File: config.mk
export PLATFORM = sky130hd
export DESIGN_NAME = count_seq_monitor
export DESIGN_NICKNAME = d
export VERILOG_FILES = /design/src/rtl/count_pkg.sv /design/src/rtl/sat_counter.sv /design/src/rtl/count_seq_monitor.sv
export SDC_FILE = /design/constraint.sdc
export NUM_CORES = 1
export LEC_CHECK = 0
export BUFFER_PORTS_ARGS = -buffer_cell sky130_fd_sc_hd__buf_2
export CAP_MARGIN = 25
export CELL_PAD_IN_SITES_DETAIL_PLACEMENT = 0
export CELL_PAD_IN_SITES_GLOBAL_PLACEMENT = 1
export CORE_MARGIN = 5
export CORE_UTILIZATION = 40
export DETAILED_ROUTE_END_ITERATION = 10
export GPL_TIMING_DRIVEN = 0
export HOLD_SLACK_MARGIN = 0.02
export PLACE_DENSITY_LB_ADDON = 0.2
export SLEW_MARGIN = 30
export SYNTH_ARGS = -nofsm -noshare
export SYNTH_HDL_FRONTEND = slang
export SYNTH_SLANG_ARGS = --single-unit
File: constraint.sdc
create_clock -name clk -period 5.65 [get_ports clk]
set_input_delay 1.4125 -clock clk [delete_from_list [all_inputs] [get_ports clk]]
set_output_delay 1.4125 -clock clk [all_outputs]
set_load 0.01 [all_outputs]
File: src/rtl/count_pkg.sv
// Shared definitions for blocks that live in the free-running counter domain.
// Holds the sequence-monitor FSM encoding and the default counter width.
package count_pkg;

    localparam int CNT_W_DEFAULT = 4;

    typedef enum logic [1:0] {
        ST_IDLE = 2'd0,
        ST_ACQ  = 2'd1,
        ST_LOCK = 2'd2
    } cnt_state_e;

endpackage

File: src/rtl/sat_counter.sv
// Saturating up-counter with synchronous clear; clear together with an
// increment restarts the count at one instead of zero.
module sat_counter #(
    parameter int W = 8
) (
    input  logic         clk,
    input  logic         reset,
    input  logic         clr,
    input  logic         inc,
    output logic [W-1:0] cnt
);

    localparam logic [W-1:0] CNT_MAX = '1;

    logic [W-1:0] cnt_q;
    logic [W-1:0] cnt_d;

    // NOTE: cnt_d gets its default first so no path through the block leaves it unassigned (no latch).
    always_comb begin
        cnt_d = cnt_q;
        if (clr) begin
            cnt_d = inc ? W'(1) : '0;
        end else if (inc && (cnt_q != CNT_MAX)) begin
            cnt_d = cnt_q + W'(1);
        end
    end

    // NOTE: state registers use non-blocking assignments so every flop samples pre-edge values.
    always_ff @(posedge clk) begin
        if (reset) begin
            cnt_q <= '0;
        end else begin
            cnt_q <= cnt_d;
        end
    end

    assign cnt = cnt_q;

endmodule

File: src/rtl/count_seq_monitor.sv
// Checks that a free-running counter advances by exactly +1 (mod 2^CNT_W) each clock,
// declares lock after LOCK_LEN good steps, and counts verified wraps and lock breaks.
module count_seq_monitor
    import count_pkg::*;
#(
    parameter int CNT_W    = CNT_W_DEFAULT,
    parameter int LOCK_LEN = 4,
    parameter int WRAP_W   = 16,
    parameter int ERR_W    = 8
) (
    input  logic              clk,
    input  logic              reset,
    input  logic [CNT_W-1:0]  count_in,
    input  logic              clr_err,
    output logic              locked,
    output logic              wrap_pulse,
    output logic [WRAP_W-1:0] wrap_cnt,
    output logic              err_flag,
    output logic [ERR_W-1:0]  err_cnt,
    output logic [CNT_W-1:0]  last_count
);

    localparam int RUN_W = (LOCK_LEN < 1) ? 1 : $clog2(LOCK_LEN + 1);

    cnt_state_e        state_q,      state_d;
    logic [RUN_W-1:0]  good_run_q,   good_run_d;
    logic              locked_q,     locked_d;
    logic              wrap_pulse_q, wrap_pulse_d;
    logic [WRAP_W-1:0] wrap_cnt_q,   wrap_cnt_d;
    logic              err_flag_q,   err_flag_d;
    logic [CNT_W-1:0]  last_count_q;

    logic [CNT_W-1:0]  expected;
    logic [RUN_W-1:0]  next_run;
    logic              good_step;
    logic              lock_break;

    assign expected  = last_count_q + CNT_W'(1);
    assign good_step = (count_in == expected);
    assign next_run  = good_run_q + RUN_W'(1);

    always_comb begin
        state_d      = state_q;
        good_run_d   = good_run_q;
        locked_d     = locked_q;
        wrap_pulse_d = 1'b0;
        wrap_cnt_d   = wrap_cnt_q;
        err_flag_d   = err_flag_q;
        lock_break   = 1'b0;

        // A lock break later in this block overrides the clear.
        if (clr_err) begin
            err_flag_d = 1'b0;
        end

        case (state_q)
            ST_IDLE: begin
                state_d    = ST_ACQ;
                good_run_d = '0;
                locked_d   = 1'b0;
            end

            ST_ACQ: begin
                if (good_step) begin
                    if (next_run == RUN_W'(LOCK_LEN)) begin
                        state_d    = ST_LOCK;
                        locked_d   = 1'b1;
                        good_run_d = '0;
                    end else begin
                        good_run_d = next_run;
                    end
                end else begin
                    good_run_d = '0;
                end
            end

            ST_LOCK: begin
                if (good_step) begin
                    if (count_in == '0) begin
                        wrap_pulse_d = 1'b1;
                        wrap_cnt_d   = wrap_cnt_q + WRAP_W'(1);
                    end
                end else begin
                    state_d    = ST_ACQ;
                    locked_d   = 1'b0;
                    good_run_d = '0;
                    err_flag_d = 1'b1;
                    lock_break = 1'b1;
                end
            end

            default: begin
                state_d    = ST_IDLE;
                good_run_d = '0;
                locked_d   = 1'b0;
            end
        endcase
    end

    // NOTE: reset clears every status register, including last_count, so all outputs read 0 after it.
    always_ff @(posedge clk) begin
        if (reset) begin
            state_q      <= ST_IDLE;
            good_run_q   <= '0;
            locked_q     <= 1'b0;
            wrap_pulse_q <= 1'b0;
            wrap_cnt_q   <= '0;
            err_flag_q   <= 1'b0;
            last_count_q <= '0;
        end else begin
            state_q      <= state_d;
            good_run_q   <= good_run_d;
            locked_q     <= locked_d;
            wrap_pulse_q <= wrap_pulse_d;
            wrap_cnt_q   <= wrap_cnt_d;
            err_flag_q   <= err_flag_d;
            last_count_q <= count_in;
        end
    end

    sat_counter #(
        .W (ERR_W)
    ) u_err_cnt (
        .clk   (clk),
        .reset (reset),
        .clr   (clr_err),
        .inc   (lock_break),
        .cnt   (err_cnt)
    );

    assign locked     = locked_q;
    assign wrap_pulse = wrap_pulse_q;
    assign wrap_cnt   = wrap_cnt_q;
    assign err_flag   = err_flag_q;
    assign last_count = last_count_q;

endmodule
Word-level counts from Yosys, hierarchy flattened
Index checks and enable logic that the tools add are counted.
Widths: inputs -> output; s select.
{ "word_totals": {"elab_cells": 50, "reg_bits": 36, "output_inout_bits": 31, "inputBits": 7} }
{ "classes": {"eq_ne": 8, "n_addsub": 4, "mux": 21, "reduce_logical": 7, "bitwise": 2} }
{ "op_table": {"columns": ["cell", "count"], "rows": [
  ["$add 16x1->16 const B", 1],
  ["$mux 8", 2],
  ["$mux 1", 10],
  ["$mux 3", 3],
  ["$add 8x1->8 const B", 1],
  ["$ne 8x8->1 const B", 1],
  ["$mux 2", 3],
  ["$ne 2x2->1 const B", 3],
  ["$pmux 2 s3", 1],
  ["$pmux 3 s2", 1],
  ["$reduce_and 3->1", 2],
  ["$add 4x1->4 const B", 1],
  ["$eq 4x4->1", 1],
  ["$logic_not 4->1", 1],
  ["$add 3x1->3 const B", 1],
  ["$eq 3x3->1 const B", 1],
  ["$reduce_or 3->1", 1],
  ["$eq 2x1->1 const B", 1],
  ["$eq 2x2->1 const B", 1],
  ["$logic_not 2->1", 1],
  ["$not 1->1", 2],
  ["$pmux 1 s2", 1],
  ["$reduce_bool 2->1", 1],
  ["$logic_and 1x1->1", 1]
]} }

Longest topological paths before layout
Gate-level depths: netlist of the first run.
{ "logic_depth": {"word_depth": 7, "ltp_mapped": 8, "mapped_depth_nobuf": 6} }

Modules after synthesis
From an unflattened synthesis of the first run, not the netlist that was laid out.
{ "hier_totals": {"hier_cells": 223, "area_unflattened_um2": 1935.6} }
{ "modules_own_cells": {"columns": ["mod", "area_per_inst_um2", "instances", "seq_area_each_um2", "cells_per_inst"], "rows": [
  ["count_seq_monitor", 1491.4, 1, 540.5, 170],
  ["sat_counter", 444.2, 1, 160.2, 53]
]} }

Worst setup path after synthesis of the first run
Ideal clock, no wire load.
{ "synth_timing": {"path_kind": "in2reg", "from": "input port count_in[0]", "to": "register wrap_cnt_q[15], in the netlist wrap_cnt[15]", "path_stages": 5, "slack_ns": 2.814, "setup_time_ns": 0.121, "required_ns": 5.529, "arrival_ns": 2.716, "path_buffers": 0, "path_cell_list": "nor4_1 and4_1 nand4_1 nor3_1 mux2_2"} }
{ "synth_via": {"elab_chain_len": 2, "elab_cells_between_ends": 3, "classes_between": "eq/ne: 1; reduce/logical: 2"} }
{ "synth_lines": {"columns": ["element", "line_no", "source"], "rows": [
  ["from (decl)", "count_seq_monitor.sv:13", "input logic [CNT_W-1:0] count_in,"],
  ["$eq 4x4->1 / $logic_not 4->1 (equally long branches)", "count_seq_monitor.sv:39, count_seq_monitor.sv:79", null],
  ["$reduce_and 3->1 (no line) *", null, null],
  ["to (signal assigned)", "count_seq_monitor.sv:115", "wrap_cnt_q <= wrap_cnt_d;"],
  ["to (decl)", "count_seq_monitor.sv:29", "logic [WRAP_W-1:0] wrap_cnt_q, wrap_cnt_d;"]
]} }
Mark *: on every way between the ends. The rest lies on a longest branch, timed or not.
A chain may end at the register's enable or synchronous reset.

Worst setup path in the final report of the first run
Ends and elaborated chain as after synthesis.

==> results of run 1 <==
## worst paths after layout
path | endpoint | slack [ps] | cells after the start
worst max-delay path | wrap_cnt[15] | 2600 | 6
worst min register to register | err_flag | 470 | 2
worst min-delay path | err_flag | 470 | 2
worst max register to register | wrap_cnt[15] | 3460 | 6
## worst register-to-register path: stages (launching register included)
cell	delay, ps
dfxtp_1	350
ha_1	210
xnor3_1	380
and3_1	220
nand4_1	290
nor3_1	270
mux2_2	360
## routing by layer
metal	wire length, um	GRT usage [%]
met5	0	0
met4	48	5.24
met3	213	4.41
met2	2010	26.5
met1	1860	19.4
## report_power, final
part	leakage [nW]	switching (mW)	internal [mW]
Sequential	0.283	0.00189	0.249
Clock	0.0515	0.0884	0.111
Combinational	0.511	0.0189	0.0114
## cell usage in the layout, fill, tap and decap left out, types with 3 or more instances in the layout
cell,Yosys,layout
a21oi_1,13,13
and3_1,4,4
and4_1,5,5
buf_2,1,38
clkbuf_1,5,6
clkbuf_8,0,7
dfxtp_1,35,35
ha_1,5,5
inv_1,8,8
mux2i_1,4,4
nand2_1,14,14
nand3_1,9,9
nand4_1,3,3
nor2_1,10,10
nor2b_1,8,8
nor3_1,8,8
o21ai_0,4,4
o31ai_1,5,5
or3_1,6,6
or4_1,4,4
xnor2_1,4,4
xor2_1,3,3
## per-stage QoR
stage | setup slack [ps] | util (%) | cells | area [um2] | power (mW)
finish | 2600 | 50.5 | 285 | 2050 | 0.480
global route | 2410 | 50.5 | 285 | 2050 | 0.497
CTS | 2620 | 50.5 | 285 | 2050 | 0.486
detailed placement | 2320 | 48.0 | 277 | 1950 | 0.287
global placement | 2330 | 48.0 | 277 | 1950 | 0.286
floorplan | 2810 | - | 190 | 1700 | 0.275
## state kept, by name, indices dropped and copies added (netlist names)
name / flops
locked: 1
wrap_cnt: 16
good_run_q: 3
u_err_cnt.cnt: 8
state_q: 1
last_count: 4
err_flag: 1
wrap_pulse: 1
## area by class of cell
class / count / share of cell area [%]
clock buffers: 8 / 4.88
flip-flops and latches: 35 / 34.2
multi-input cells: 140 / 45.7
plain buffers: 7 / 1.71
well taps: 50 / 3.05
repair buffers: 37 / 9.04
inverters: 8 / 1.47
## cell families (layout without fill, tap and decap cells)
kind of cell | after synthesis | after routing
AOI/OAI and AO/OA | 39 | 39
xor gates and xnor gates | 9 | 9
adders and majority gates | 5 | 5
buffers and inverters | 15 | 60
DFF | 35 | 35
muxes | 6 | 6
and+or+nand+nor | 81 | 81
==> results.md, run 1 <==
- Bufs and invs on worst path: 1
- Vias in the first global route: about 1,500
- Mean post-synth cell area: between 8 and 9 um2
- Multiplexer area fraction after synthesis: under 10%
- Yosys Warn Count: 0
- Routed wire length per instance: around 14 um
- Share of the synthesized area in the top cell type: 41.2%
- Register area: 701 um2
- Synth Area in Adders: about 3.7%
- Synth Area in Compound Gates: 15.1%
- Sink Count: 35
- H-tree levels: 2
- Die area: 5660 um2
- Boundary pin count: 38
- Worst Setup SP: count_in[0]
- Setup crit start kind: input pin
- Sequential cell area fraction in the yosys report: between 40% and 50%
- CP Cell Sequence: buf_2 -> nor4_1 -> and4_1 -> nand4_1 -> nor3_1 -> mux2_2
- WP data required: just under 6000 ps
- Clk root buf: clkbuf_8
- Area of the multi-input gates: around 940 um2
- Initial core utilization: 41.9%
- Die X: roughly 75 um
- Period utilization: between 50% and 60%
- Reg clk slew, reported paths: ~70 ps
- Synthesis-to-layout area growth: 20.4%
- Max-slew violations: 0
- Tot GR Track Use: 15.7%
- Worst setup EP type: flip-flop
- Final routed DRC violation total: 0
- XOR/XNOR share of the synthesized area: approximately 5.9%
- # Post-CTS Setup Buffers: 0
- Status: finished, final reports clean
- Iter 0 DRT Violations: 58
- Largest fanout on the critical path: 9
- DR vias: approximately 1,600
- Nets: between 200 and 250
- Die H: 75.2 um
- Peak supply drop: 0.139 mV
- Core box area: 4060 um2
- Final ANT Viol Nets: 0
- Fin Setup TNS: 0 ps
- Simple-gate share of the synthesized area: between 20% and 30%
- Synthesized flop and latch total: 35
- Crit path DAT: between 3000 and 4000 ps
- Longest Clk Path Bufs: 2
- Via density: around 5.5
- Ys flop type: dfxtp_1
- WS Path Type: in -> reg
- Hold Fails Final Rpt: 0
- HPWL after detailed placement: 3160 um
- Hold Path Class: reg -> reg
- Ys async rst share: 0%
- Syn nets: around 200
- Max_slew headroom: a little under three fifths
- Layout cell share with drive strength beyond 1: between 20% and 30%
- Largest net degree at the start of global routing: 11
- Cts hold-fix bufs: 0
- Max-cap violations: 0
- Max incr delay on CP: ~500 ps
- Worst-Skew Late Latency: 280 ps
- Final WL: between 4000 and 5000 um
- Max stage delay cell, worst path: nor4_1
- Worst slew pin tran: 637 ps
- RSZ-0062 raised after global routing: no
- Largest family of logic cells by synthesized area: simple AND/OR/NAND/NOR gates
- Synth unique cells: 44
- Post-synth top area cell: dfxtp_1
- First-pass GRT wire length: 6850 um
- FF-to-FF Start: last_count[0]
- Final worst path period need: between 3000 and 4000 ps
- Routability cong.: slightly above 0.8
- TritonCTS clock tree: done
- Synth area leaders: dfxtp_1 41%, a21oi_1 3.8%, ha_1 3.7%
- Std-Cell Rows: 23
- Cell area power density: around 230 nW/um2
- Antenna diodes: 0
- Setup Skew: 6.03 ps
- Crit path max-delay family: simple AND/OR/NAND/NOR gates
- Count leader, synth: dfxtp_1
- Achievable Freq: between 0.3 and 0.4 GHz
- Endpoints failing setup: 0
- Mapped cell area: 1700 um2
- Layout fillers: approximately 420
- Post-CTS Resized: 0
- Top cells by count, synth: 35 x dfxtp_1, 14 x nand2_1, 13 x a21oi_1
- Mapped Cells: 190
- Grt ovf: 0
- Antenna violations before repair: 0
- TritonCTS buffer count: 5
- DR pass1 iterations: 4
- IO buf count: 37
- EDFF count, synth: 0
- Fin Hold WS: ~470 ps
- Leak: about 0.85 nW
- HP Start: err_flag
No activity file was read; power rests on OpenSTA's default activity.
==> inputs of run 2 (changes only) <==
Settings changed: CORE_UTILIZATION 40 to 36.
Clock period 5.65 ns to 2.6 ns, I/O delays scaled along.
==> run 2 against run 1 <==
  * Register-to-register slack worse by 3000 ps
  * Critical path depth unchanged
  * Hold slack worse by 5.7 ps
  * Via count down 2.6%
  * Combinational power up 120%
  * First-iteration DRC count up 45%
  * Final cell count up 1.4%
  * Non-clock buffer count unchanged
  * Global-route usage down 1.7 points
  * Clock skew up 3.1 ps
  * Die area up 9.6%
  * Critical endpoint unchanged
  * Largest power group unchanged
  * Highest routed layer unchanged
==> results.md, run 2 (synthesized netlist as in run 1, its figures left out) <==
- Status: finished, final reports clean
- Max-cap violations: 0 (unchanged)
- Antenna violations before repair: 0 (unchanged)
- Die X: 78.8 um (+4.7%)
- Final ANT Viol Nets: 0 (unchanged)
- H-tree levels: 2 (unchanged)
- Crit path DAT: 2400 ps (-830 ps)
- Reg clk slew, reported paths: 70 ps (about the same)
- FF-to-FF Start: locked
- Endpoints failing setup: 0 (unchanged)
- Longest Clk Path Bufs: 2 (unchanged)
- Commonest non-fill, non-tap cell in the layout: buf_2
- WS Path Type: in -> reg
- Clk root buf: clkbuf_8
- Fin Setup TNS: 0 ps (unchanged)
- TritonCTS buffer count: 5 (unchanged)
- Die H: 78.8 um (+4.7%)
- Sink Count: 35 (unchanged)
- Peak supply drop: 0.202 mV (+46%)
- Worst Setup SP: count_in[0]
- DR vias: 1,537 (-2.6%)
- Commonest non-fill, non-tap cells in the layout: 38 x buf_2, 35 x dfxtp_1, 14 x nand2_1, 13 x a21oi_1, 10 x nor2_1
- Max_slew headroom: 56.5% (-0.73 points)
- Worst-Skew Late Latency: 280 ps (about the same)
- Initial core utilization: 36.5% (-5.4 points)
- Boundary pin count: 38 (unchanged)
- Final WL: 4080 um (-0.99%)
- Layout fillers: 476 (+13%)
- Synthesis-to-layout area growth: 19.6%
- Antenna diodes: 0 (unchanged)
- Max FFs per register: 16 (unchanged)
- First-pass GRT wire length: 6980 um (+1.8%)
- Core box area: 4660 um2 (+15%)
- Die area: 6200 um2 (+9.6%)
- Final routed DRC violation total: 0 (unchanged)
- Largest net degree at the start of global routing: 11 (unchanged)
- IO buf count: 37 (unchanged)
- Vias in the first global route: 1,461 (-3.8%)
- DR pass1 iterations: 4 (unchanged)
- # Post-CTS Setup Buffers: 0 (unchanged)
- Max stage delay cell, worst path: nor4_1
- Tot GR Track Use: 14.0% (-1.7 points)
- Routability cong.: 0.736 (-9.5%)
- Hold Path Class: reg -> reg
- CP Cell Sequence: buf_2 -> nor4_1 -> and4_1 -> nand4_1 -> nor3_1 -> mux2_2
- Register area: 701 um2 (unchanged)
- Std-Cell Rows: 25 (+8.7%)
- Post-CTS Resized: 0 (unchanged)
- HPWL after detailed placement: 3000 um (-4.9%)
- Max-slew violations: 0 (unchanged)
- Placed cell areas: 1950 um2 (+0.26%)
- Leak: 0.836 nW (-1.1%)
- Cts hold-fix bufs: 0 (unchanged)
- Max incr delay on CP: 450 ps (-60 ps)
- Largest fanout on the critical path: 9 (unchanged)
- Nets: 246 (unchanged)
- Final worst path period need: 2220 ps
- Layout cell share with drive strength beyond 1: 21.7% (-0.43 points)
- Achievable Freq: roughly 0.45 GHz
- Grt ovf: 0 (unchanged)
- WP data required: 2770 ps (-3060 ps)
- Hold Fails Final Rpt: 0 (unchanged)
- Setup crit start kind: input pin
- Via density: 5.32 (-3.9%)
- TritonCTS clock tree: done
- Cell area power density: 487 nW/um2 (+110%)
- HP Start: err_flag
- Period utilization: about 86%
- Area of the multi-input gates: 936 um2 (unchanged)
- Worst setup EP type: flip-flop
- Routed wire length per instance: 14.1 um (-2.4%)
- Setup Skew: 9.10 ps (+3.07 ps)
- RSZ-0062 raised after global routing: no
- Cell area after layout: 2040 um2 (-0.67%)
- Iter 0 DRT Violations: 84 (+45%)
- Worst slew pin tran: 648 ps (+10.8 ps)
run 2: cell count changes in the layout (fill, tap and decap cells not counted):
cell | before | now
clkbuf_8 | 7 | 5
clkbuf_1 | 6 | 7
clkinv_2 | 0 | 1
run 2: power breakdown:
part           leakage [nW]  internal [mW]  total, mW  switching [mW]
combinational         0.511         0.0247     0.0669          0.0422
clock                0.0422          0.188      0.381           0.193
sequential            0.283          0.540      0.544         0.00410
run 2: per-stage QoR:
stage	total power [mW]	util, %	instances	hold WS (ps)	worst slack (ps)
floorplan	0.598	-	190	443	526
global placement	0.624	41.9	281	452	79.9
detailed placement	0.624	41.9	281	457	55.2
CTS	1.01	43.7	289	470	351
global route	1.04	43.7	289	524	220
finish	0.992	43.7	289	464	375
run 2: final timing paths:
kind / slack, ps / endpoint / cells after the start
max reg2reg: 430 / wrap_cnt[15] / 6
min reg2reg: 460 / err_flag / 2
min: 460 / err_flag / 2
max: 380 / wrap_cnt[15] / 6
run 2: metal layers:
layer | global-route usage [%] | vias to the layer above | routed length (um)
li1 | - | 789 | -
met1 | 18.7 | 706 | 2040
met2 | 22.4 | 36 | 1810
met3 | 3.74 | 6 | 189
met4 | 3.50 | 0 | 44
met5 | 0 | - | 0
run 2: cell type report:
type	count	area share [%]
multi-input combinational	140	46.0
sequential	35	34.4
timing repair buffer	37	9.10
clock buffer	7	3.75
tap	54	3.32
buffer	7	1.72
inverter	8	1.48
clock inverter	1	0.246
run 2: critical path, delay by kind of cell:
kind | cells | cell delay, ps
AND/OR/NAND/NOR | 4 | 1280
multiplexers | 1 | 350
buffers and inverters | 1 | 120
